`config.mk`:
```
export PLATFORM = sky130hd
export DESIGN_NAME = tile_reader
export DESIGN_NICKNAME = d
export VERILOG_FILES = /design/src/rtl/tile_pkg.sv /design/src/rtl/skid_fifo2.sv /design/src/rtl/tile_reader.sv
export SDC_FILE = /design/constraint.sdc
export NUM_CORES = 1
export LEC_CHECK = 0
export BUFFER_PORTS_ARGS = -buffer_cell sky130_fd_sc_hd__buf_2
export CAP_MARGIN = 40
export CORE_MARGIN = 5
export CORE_UTILIZATION = 33
export CTS_CLUSTER_DIAMETER = 150
export DETAILED_ROUTE_END_ITERATION = 12
export PLACE_DENSITY = 0.55
export SLEW_MARGIN = 20
export SYNTH_ARGS = -nofsm -noshare
export SYNTH_HDL_FRONTEND = slang
export SYNTH_HIERARCHICAL = 1
export SYNTH_SLANG_ARGS = --single-unit
```
`constraint.sdc`:
```
create_clock -name clk -period 2.66 [get_ports clk]
set_clock_uncertainty 0.2 [all_clocks]
set_input_delay 0.399 -clock clk [delete_from_list [all_inputs] [get_ports clk]]
set_output_delay 0.399 -clock clk [all_outputs]
set_load 0.02 [all_outputs]
```
`src/rtl/tile_pkg.sv`:
```
// rtl/tile_pkg.sv - shared types and helpers for the tile reader
// Contents:
//   state_e  : tile reader FSM states
//   clog2z   : ceil(log2(n)), never smaller than 1, for index widths
package tile_pkg;

  typedef enum logic [1:0] {
    S_IDLE  = 2'd0,
    S_READ  = 2'd1,
    S_FLUSH = 2'd2,
    S_DONE  = 2'd3
  } state_e;

  function automatic int clog2z(input int n);
    int r;
    r = 0;
    while ((1 << r) < n) r = r + 1;
    return (r == 0) ? 1 : r;
  endfunction

endpackage

```
`src/rtl/skid_fifo2.sv`:
```
// rtl/skid_fifo2.sv - two-entry skid FIFO between buffer reads and the output stream
// Ports:
//   clk, rst    : clock, synchronous active-high reset
//   push        : write push_data this cycle
//   push_data   : entry to store
//   pop         : consume head entry (ignored when empty)
//   occ         : current occupancy, 0..2
//   head_data   : oldest entry, stable until popped
//   head_valid  : head_data holds a real entry
module skid_fifo2 #(
  parameter int W = 8
) (
  input  logic         clk,
  input  logic         rst,
  input  logic         push,
  input  logic [W-1:0] push_data,
  input  logic         pop,
  output logic [1:0]   occ,
  output logic [W-1:0] head_data,
  output logic         head_valid
);

  logic [W-1:0] e0_q;
  logic [W-1:0] e1_q;
  logic [1:0]   occ_q;
  logic         pop_ok;

  assign pop_ok     = pop & (occ_q != 2'd0);
  assign occ        = occ_q;
  assign head_data  = e0_q;
  assign head_valid = (occ_q != 2'd0);

  // e0_q is always the head, so the head only moves on a pop or on a push
  // into an empty buffer; that keeps the output stable under backpressure.
  always_ff @(posedge clk) begin
    if (rst) begin
      e0_q  <= '0;
      e1_q  <= '0;
      occ_q <= 2'd0;
    end else begin
      case ({push, pop_ok})
        2'b10: begin
          if (occ_q == 2'd0) begin
            e0_q  <= push_data;
            occ_q <= 2'd1;
          end else if (occ_q == 2'd1) begin
            e1_q  <= push_data;
            occ_q <= 2'd2;
          end
        end
        2'b01: begin
          e0_q  <= e1_q;
          occ_q <= occ_q - 2'd1;
        end
        2'b11: begin
          if (occ_q == 2'd1) begin
            e0_q <= push_data;
          end else begin
            e0_q <= e1_q;
            e1_q <= push_data;
          end
        end
        default: ;
      endcase
    end
  end

endmodule

```
`src/rtl/tile_reader.sv`:
```
// rtl/tile_reader.sv - streams one WIDTH x HEIGHT tile from a result buffer
// Ports:
//   clk, rst  : clock, synchronous active-high reset
//   start     : request one tile (honoured only when idle)
//   busy      : tile in progress, through the done cycle
//   done      : one-cycle pulse after the last beat is accepted
//   rd_en     : buffer read strobe
//   rd_addr   : buffer address, row*WIDTH + col
//   rd_data   : buffer data, one cycle after rd_en
//   m_tdata   : output stream data
//   m_tvalid  : output beat valid
//   m_tready  : downstream accept
//   m_tlast   : last element of a row
module tile_reader
  import tile_pkg::*;
#(
  parameter int WIDTH  = 32,
  parameter int HEIGHT = 32,
  parameter int DATA_W = 32,
  localparam int CW = clog2z(WIDTH),
  localparam int RW = clog2z(HEIGHT),
  localparam int AW = clog2z(WIDTH * HEIGHT)
) (
  input  logic              clk,
  input  logic              rst,
  input  logic              start,
  output logic              busy,
  output logic              done,
  output logic              rd_en,
  output logic [AW-1:0]     rd_addr,
  input  logic [DATA_W-1:0] rd_data,
  output logic [DATA_W-1:0] m_tdata,
  output logic              m_tvalid,
  input  logic              m_tready,
  output logic              m_tlast
);

  state_e        state_q;
  logic [CW-1:0] col_q;
  logic [RW-1:0] row_q;
  logic [AW-1:0] addr_q;
  logic          inflight_q;
  logic          last_q;
  logic          busy_q;
  logic          done_q;

  logic [1:0]        occ;
  logic [DATA_W:0]   head;
  logic              head_valid;
  logic              pop;
  logic              col_last;
  logic              row_last;
  logic              final_pop;
  logic [2:0]        fill;
  logic [2:0]        room;

  assign col_last = (col_q == CW'(WIDTH - 1));
  assign row_last = (row_q == RW'(HEIGHT - 1));

  assign m_tvalid = head_valid;
  assign m_tdata  = head[DATA_W-1:0];
  assign m_tlast  = head[DATA_W];
  assign pop      = m_tvalid & m_tready;

  // occ + inflight - pop < 2, rearranged to stay unsigned.
  assign fill  = {1'b0, occ} + {2'b00, inflight_q};
  assign room  = 3'd2 + {2'b00, pop};
  assign rd_en = (state_q == S_READ) && (fill < room);

  // Once in FLUSH nothing new is issued, so the tile's final beat is the pop
  // that empties the buffer with no read still returning.
  assign final_pop = pop && (occ == 2'd1) && !inflight_q;

  assign rd_addr = addr_q;
  assign busy    = busy_q;
  assign done    = done_q;

  skid_fifo2 #(.W(DATA_W + 1)) u_skid (
    .clk        (clk),
    .rst        (rst),
    .push       (inflight_q),
    .push_data  ({last_q, rd_data}),
    .pop        (pop),
    .occ        (occ),
    .head_data  (head),
    .head_valid (head_valid)
  );

  always_ff @(posedge clk) begin
    if (rst) begin
      state_q    <= S_IDLE;
      col_q      <= '0;
      row_q      <= '0;
      addr_q     <= '0;
      inflight_q <= 1'b0;
      last_q     <= 1'b0;
      busy_q     <= 1'b0;
      done_q     <= 1'b0;
    end else begin
      inflight_q <= rd_en;
      done_q     <= 1'b0;
      case (state_q)
        S_IDLE: begin
          if (start) begin
            state_q <= S_READ;
            col_q   <= '0;
            row_q   <= '0;
            addr_q  <= '0;
            busy_q  <= 1'b1;
          end
        end
        S_READ: begin
          if (rd_en) begin
            addr_q <= addr_q + AW'(1);
            last_q <= col_last;
            if (col_last) begin
              col_q <= '0;
              if (row_last) begin
                state_q <= S_FLUSH;
              end else begin
                row_q <= row_q + RW'(1);
              end
            end else begin
              col_q <= col_q + CW'(1);
            end
          end
        end
        S_FLUSH: begin
          if (final_pop) begin
            state_q <= S_DONE;
            done_q  <= 1'b1;
          end
        end
        S_DONE: begin
          state_q <= S_IDLE;
          busy_q  <= 1'b0;
        end
        default: state_q <= S_IDLE;
      endcase
    end
  end

endmodule

```
## Word level (Yosys, flattened, before mapping)

Index checks and enable logic that the tools add are counted.

- Order comparisons: 1
- $add $sub $neg: 6
- Equality and inequality tests: 19
- Multiplexer cells: 29
- Bitwise logic cells: 3
- Reduce and logical (&&, ||, !) cells: 21

Operators with widths:

| operator | number |
|---|---|
| two-way mux 33 bit | 4 |
| case mux 33 bit (3 select lines) | 1 |
| case mux 33 bit (2 select lines) | 1 |
| two-way mux 5 bit | 6 |
| two-way mux 10 bit | 2 |
| case mux 10 bit (2 select lines) | 1 |
| case mux 5 bit (2 select lines) | 2 |
| inequality test 2 bit (second input constant) | 8 |
| two-way mux 2 bit | 7 |
| adder 10 x 1 -> 10 bit (second input constant) | 1 |
| adder 5 x 1 -> 5 bit (second input constant) | 2 |
| equality test 5 bit (second input constant) | 2 |
| AND reduction 5 bit | 2 |
| nonzero test 2 bit | 5 |
| equality test 2 bit (second input constant) | 4 |
| case mux 2 bit (4 select lines) | 1 |
| AND reduction 2 bit | 4 |
| equality test 2 x 1 -> 1 bit (second input constant) | 3 |
| AND reduction 3 bit | 2 |
| logical NOT 2 bit | 2 |
| case mux 2 bit (2 select lines) | 1 |
| adder 2 x 1 -> 3 bit | 1 |
| adder 2 x 1 -> 3 bit (first input constant) | 1 |
| logical AND 1 bit | 3 |
| 11 further kinds | 13 |

- Flip-flop bits (word level): 94
- Logic and storage cells: 90
- Bits of input ports: 36
- Output and inout bits: 47

## Logic depth before layout (Yosys ltp)

- Depth after elaboration: 7
- Gate-level depth with buffers: 12
- Depth with buffers taken out: 8

## Hierarchy

The synthesis kept the hierarchy.

Modules (own cells, without submodules):

| module | area an instance (µm²) | cells an instance | seq. area each (µm²) | times used |
|---|---|---|---|---|
| skid_fifo2 | 3,002.9 | 367 | 1,361.3 | 1 |
| tile_reader | 1,547.7 | 177 | 520.5 | 1 |

## Worst setup path after synthesis

Ideal clock, no wire load.

- Path kind: register -> register
- Start: register u_skid.occ_q[0], in the netlist u_skid/occ[0]
- End: register u_skid.e1_q[16]
- Path buffers: 4
- Data required time: 2,328 ps
- Cell stages (with the launch flop): 13
- Library setup time: 132 ps
- Setup slack: -8 ps
- Arrival time: 2,336 ps
- Clock period less this slack: 2,668 ps
- Path through: dfxtp_1 > inv_1 > ha_1 > buf_4 > inv_2 > clkbuf_1 > and2_1 > nand2b_1 > a21o_1 > buf_4 > buf_4 > nand2_1 > a21oi_1

- Word-level cells in the longest chain between the ends: 6
- Elaborated cells on any way between the ends: 14
- Classes of those cells: eq/ne: 5; mux: 3; bitwise: 2; reduce/logical: 4

RTL lines:

| element | RTL line | source |
|---|---|---|
| start: declaration | skid_fifo2.sv:25 | `logic [1:0] occ_q;` |
| start signal: assignment | skid_fifo2.sv:53 | `occ_q <= occ_q - 2'd1;` |
| nonzero test 2 bit (*) | skid_fifo2.sv:31 | `assign head_valid = (occ_q != 2'd0);` |
| net m_tvalid | tile_reader.sv:33 | `output logic m_tvalid,` |
| AND 1 bit (*) | tile_reader.sv:63 | `assign pop = m_tvalid & m_tready;` |
| net pop | tile_reader.sv:50 | `logic pop;` |
| AND 1 bit (*) | skid_fifo2.sv:28 | `assign pop_ok = pop & (occ_q != 2'd0);` |
| equality test 2 bit | skid_fifo2.sv:41 | `case ({push, pop_ok})` |
| inequality test 2 bit (no line) or nonzero test 2 bit (tied branches) | n/a |  |
| AND reduction 3 bit (no line) | n/a |  |
| end signal: assignment | skid_fifo2.sv:47 | `e1_q <= push_data;` |
| end signal: assignment | skid_fifo2.sv:60 | `e1_q <= push_data;` |
| end: declaration | skid_fifo2.sv:24 | `logic [W-1:0] e1_q;` |

Mark *: on every way through the listed nets, which the timed path passes. The rest lies on a longest branch. The select of a mux whose other input is x is not followed.
A chain may end at the register's enable or synchronous reset.

## Worst setup path in the final report

- Start: register u_skid.occ_q[0], in the netlist u_skid/occ[0]
- End: output rd_en

- Word-level cells in the longest chain between the ends: 5
- Elaborated cells on any way between the ends: 6
- Classes of those cells: add/sub: 2; order compare: 1; bitwise: 1; reduce/logical: 2

RTL lines:

| element | RTL line | source |
|---|---|---|
| nonzero test 2 bit | skid_fifo2.sv:31 |  |
| AND 1 bit | tile_reader.sv:63 |  |
| adder 2 x 1 -> 3 bit | tile_reader.sv:67 | `assign room = 3'd2 + {2'b00, pop};` |
| < comparator 3 bit (*) | tile_reader.sv:68 | `assign rd_en = (state_q == S_READ) && (fill < room);` |
| logical AND 1 bit (*) | tile_reader.sv:68 |  |
| end: declaration | tile_reader.sv:29 | `output logic rd_en,` |

Mark *: on every way between the ends. The rest lies on a longest branch, timed or not.

==> results.toml <==
[finish]
nets = 665
antenna_cells = 0
utilization = 0.394
finish.instance_area_mm2 = 0.00540
syn_to_final_growth_pct = 18.8
drive_above_1_share = 0.221

[sta]
rsz0062_at_grt = "false"
finalHoldViolCount = 0
final.setup.tns_ns = 0
fmax_ghz = 0.397
layout_min_cycle_time_ns = 2.52
period_share = 0.947
worst_slew_pin_slew_ns = 0.752
drv_slew = 0
relSlewSlack = 0.498
setup_viol = 0

[route]
postRouteAntennaNets = 0
vias = 4235
wire_per_inst_um = 15.0
drc = 0
wirelength_mm = 12.0
drt_iter0_drc = 316
post_drt_via_cell_ratio = 5.29
drtPass1Iterations = 4

[setup_path]
path_class = "reg -> out"
crit_required_ns = 2.06
critPathArrivalTime_ns = 1.92
crit_path_end_kind = "primary output"
startpoint_type = "register"
rr_startpoint = "u_skid/occ[1]"
startpoint = "u_skid/occ[0]"
path_max_fanout = 8

[global_routing]
antenna_found_initial = 1
grt_max_degree = 80
grt_busiest_layer = "met2"
grt-ovfl-total = 0
grt.total_usage = 0.150
grt_pass1_wl_mm = 19.9
grt_pass1_vias = 3999
use_met2 = 0.227
use_met1 = 0.202
grt_util_met3 = 0.0389

[clocking]
clock_sinks = 94
path_clk_slew_ns = 0.07
numCtsBuffers = 9
cts_hold_buf = 0
htreeDepth = 3
cts_tree = "built"
postCtsSetupRepairBufs = 0
cts-root-buf = "clkbuf_16"
clk_path_buf_depth = 2
clock_latency_ns = 0.35

[logic_synthesis]
synthesis.area_mm2 = 0.00455
ys_top_cells_by_area = "dfxtp_1, nand2_1, a21oi_1"
syn-num-nets = 594
synth_top_area_frac = 0.414
ys_top_cells_by_count = "nand2_1, dfxtp_1, a21oi_1, nor2_1, and3_1"
yosysMostFrequentCell = "nand2_1"
syn_avg_cell_area_um2 = 8.37
synth-seq-cells = 94
synth_edf_count = 0
synth-warning-count = 6
yosysTopAreaCell = "dfxtp_1"
synth_top_flop_cell = "dfxtp_1"
async_flop_share = 0
synth_cells = 544
synthDistinctLibCells = 65
synth-seq-area-share = 0.414

[hold_path]
hold_path_startpoint = "rd_data[26]"
hold_class = "in -> reg"

[power_and_ir_drop]
p_per_area_mw_per_mm2 = 862
irDropWorstVdd_mv = 0.361
p_leak_nw = 2.12

[placement]
place_area_mm2 = 0.00511
gp_congestion = 0.770
io_buffers = 82
dp_hpwl_mm = 8.19

[die]
io_pins = 83
die_area_mm2 = 0.0162
die_width_um = 127
core-area_mm2 = 0.0137
initial_core_util = 0.332
row_count = 43
fp.dieH_um = 127

[run_status]
status = "completed"

[run]
drv_cap = 0
-- area by class of cell --
| type | count | area, µm² |
|---|---|---|
| multi-input combinational | 405 | 2450 |
| timing repair buffer | 95 | 520 |
| inverter | 10 | 37.5 |
| sequential | 94 | 1880 |
| tap | 180 | 225 |
| clock buffer | 10 | 239 |
| clock inverter | 6 | 43.8 |
| fill | 1430 | 8320 |
-- flip-flops by register name (all words and copies together), names as in the netlist, 2 cells and up --
name and count:
u_skid/head_data 33, col_q 5, rd_addr 10, u_skid/e1_q 33, u_skid/occ 2, row_q 5, state_q 2
-- logic make-up after synthesis --
group | share of synthesized area
AOI/OAI and AO/OA | 0.224
adders and majority gates | 0.0385
buffers and inverters | 0.0495
DFF | 0.414
muxes | 0.0231
and+or+nand+nor | 0.252
-- repair_timing --
action / 4_1_cts / 5_1_grt
resized for setup: 1 / 3
cloned: 0 / 0
setup endpoints to repair: 1 / 12
-- per-stage QoR --
step	hold slack, ns	setup slack, ns	power, mW	std cells
6_report	0.0873	0.140	4.66	800
4_1_cts	0.0805	0.0305	4.71	800
5_1_grt	0.0875	0.0393	4.95	800
3_5_place_dp	0.244	0.198	3.44	784
3_3_place_gp	0.237	0.314	3.42	784
2_1_floorplan	0.232	0.172	2.96	544
-- cells in the final DEF (no fill, tap or decap), types with 12 or more instances in the layout --
| cell | instances |
|---|---|
| nand2_1 | 101 |
| and3_1 | 21 |
| dfxtp_1 | 93 |
| a22oi_1 | 15 |
| nor2_1 | 41 |
| o22ai_1 | 14 |
| a311oi_1 | 12 |
| buf_2 | 82 |
| ha_1 | 14 |
| buf_4 | 12 |
| a21oi_1 | 58 |
-- layer usage --
metal	up-vias	share of wire
met5	-	0.00058
met2	97	0.44
met3	19	0.056
met4	2	0.020
met1	2013	0.48
li1	2104	-
-- power by group --
| group | internal (mW) | leakage (nW) | switching [mW] |
|---|---|---|---|
| Sequential | 1.58 | 0.761 | 0.107 |
| Combinational | 0.624 | 1.22 | 1.10 |
| Clock | 0.665 | 0.139 | 0.587 |
| Total | 2.86 | 2.12 | 1.79 |
-- worst paths after layout --
check	depth (start not counted)	slack, ns	endpoint
setup / recovery	6	0.14	rd_en
hold / removal	3	0.09	u_skid/e1_q[26]
setup reg to reg	8	0.31	u_skid/head_data[16]
hold reg to reg	2	0.25	u_skid/e1_q[3]
-- worst max-delay path: stages, from the launching register on --
cell,delay [ns]
dfxtp_2,0.36
ha_1,0.19
ha_1,0.23
and4bb_2,0.41
o21ai_1,0.12
inv_1,0.09
buf_2,0.16
Note: power is estimated with default switching activity, not from simulation.
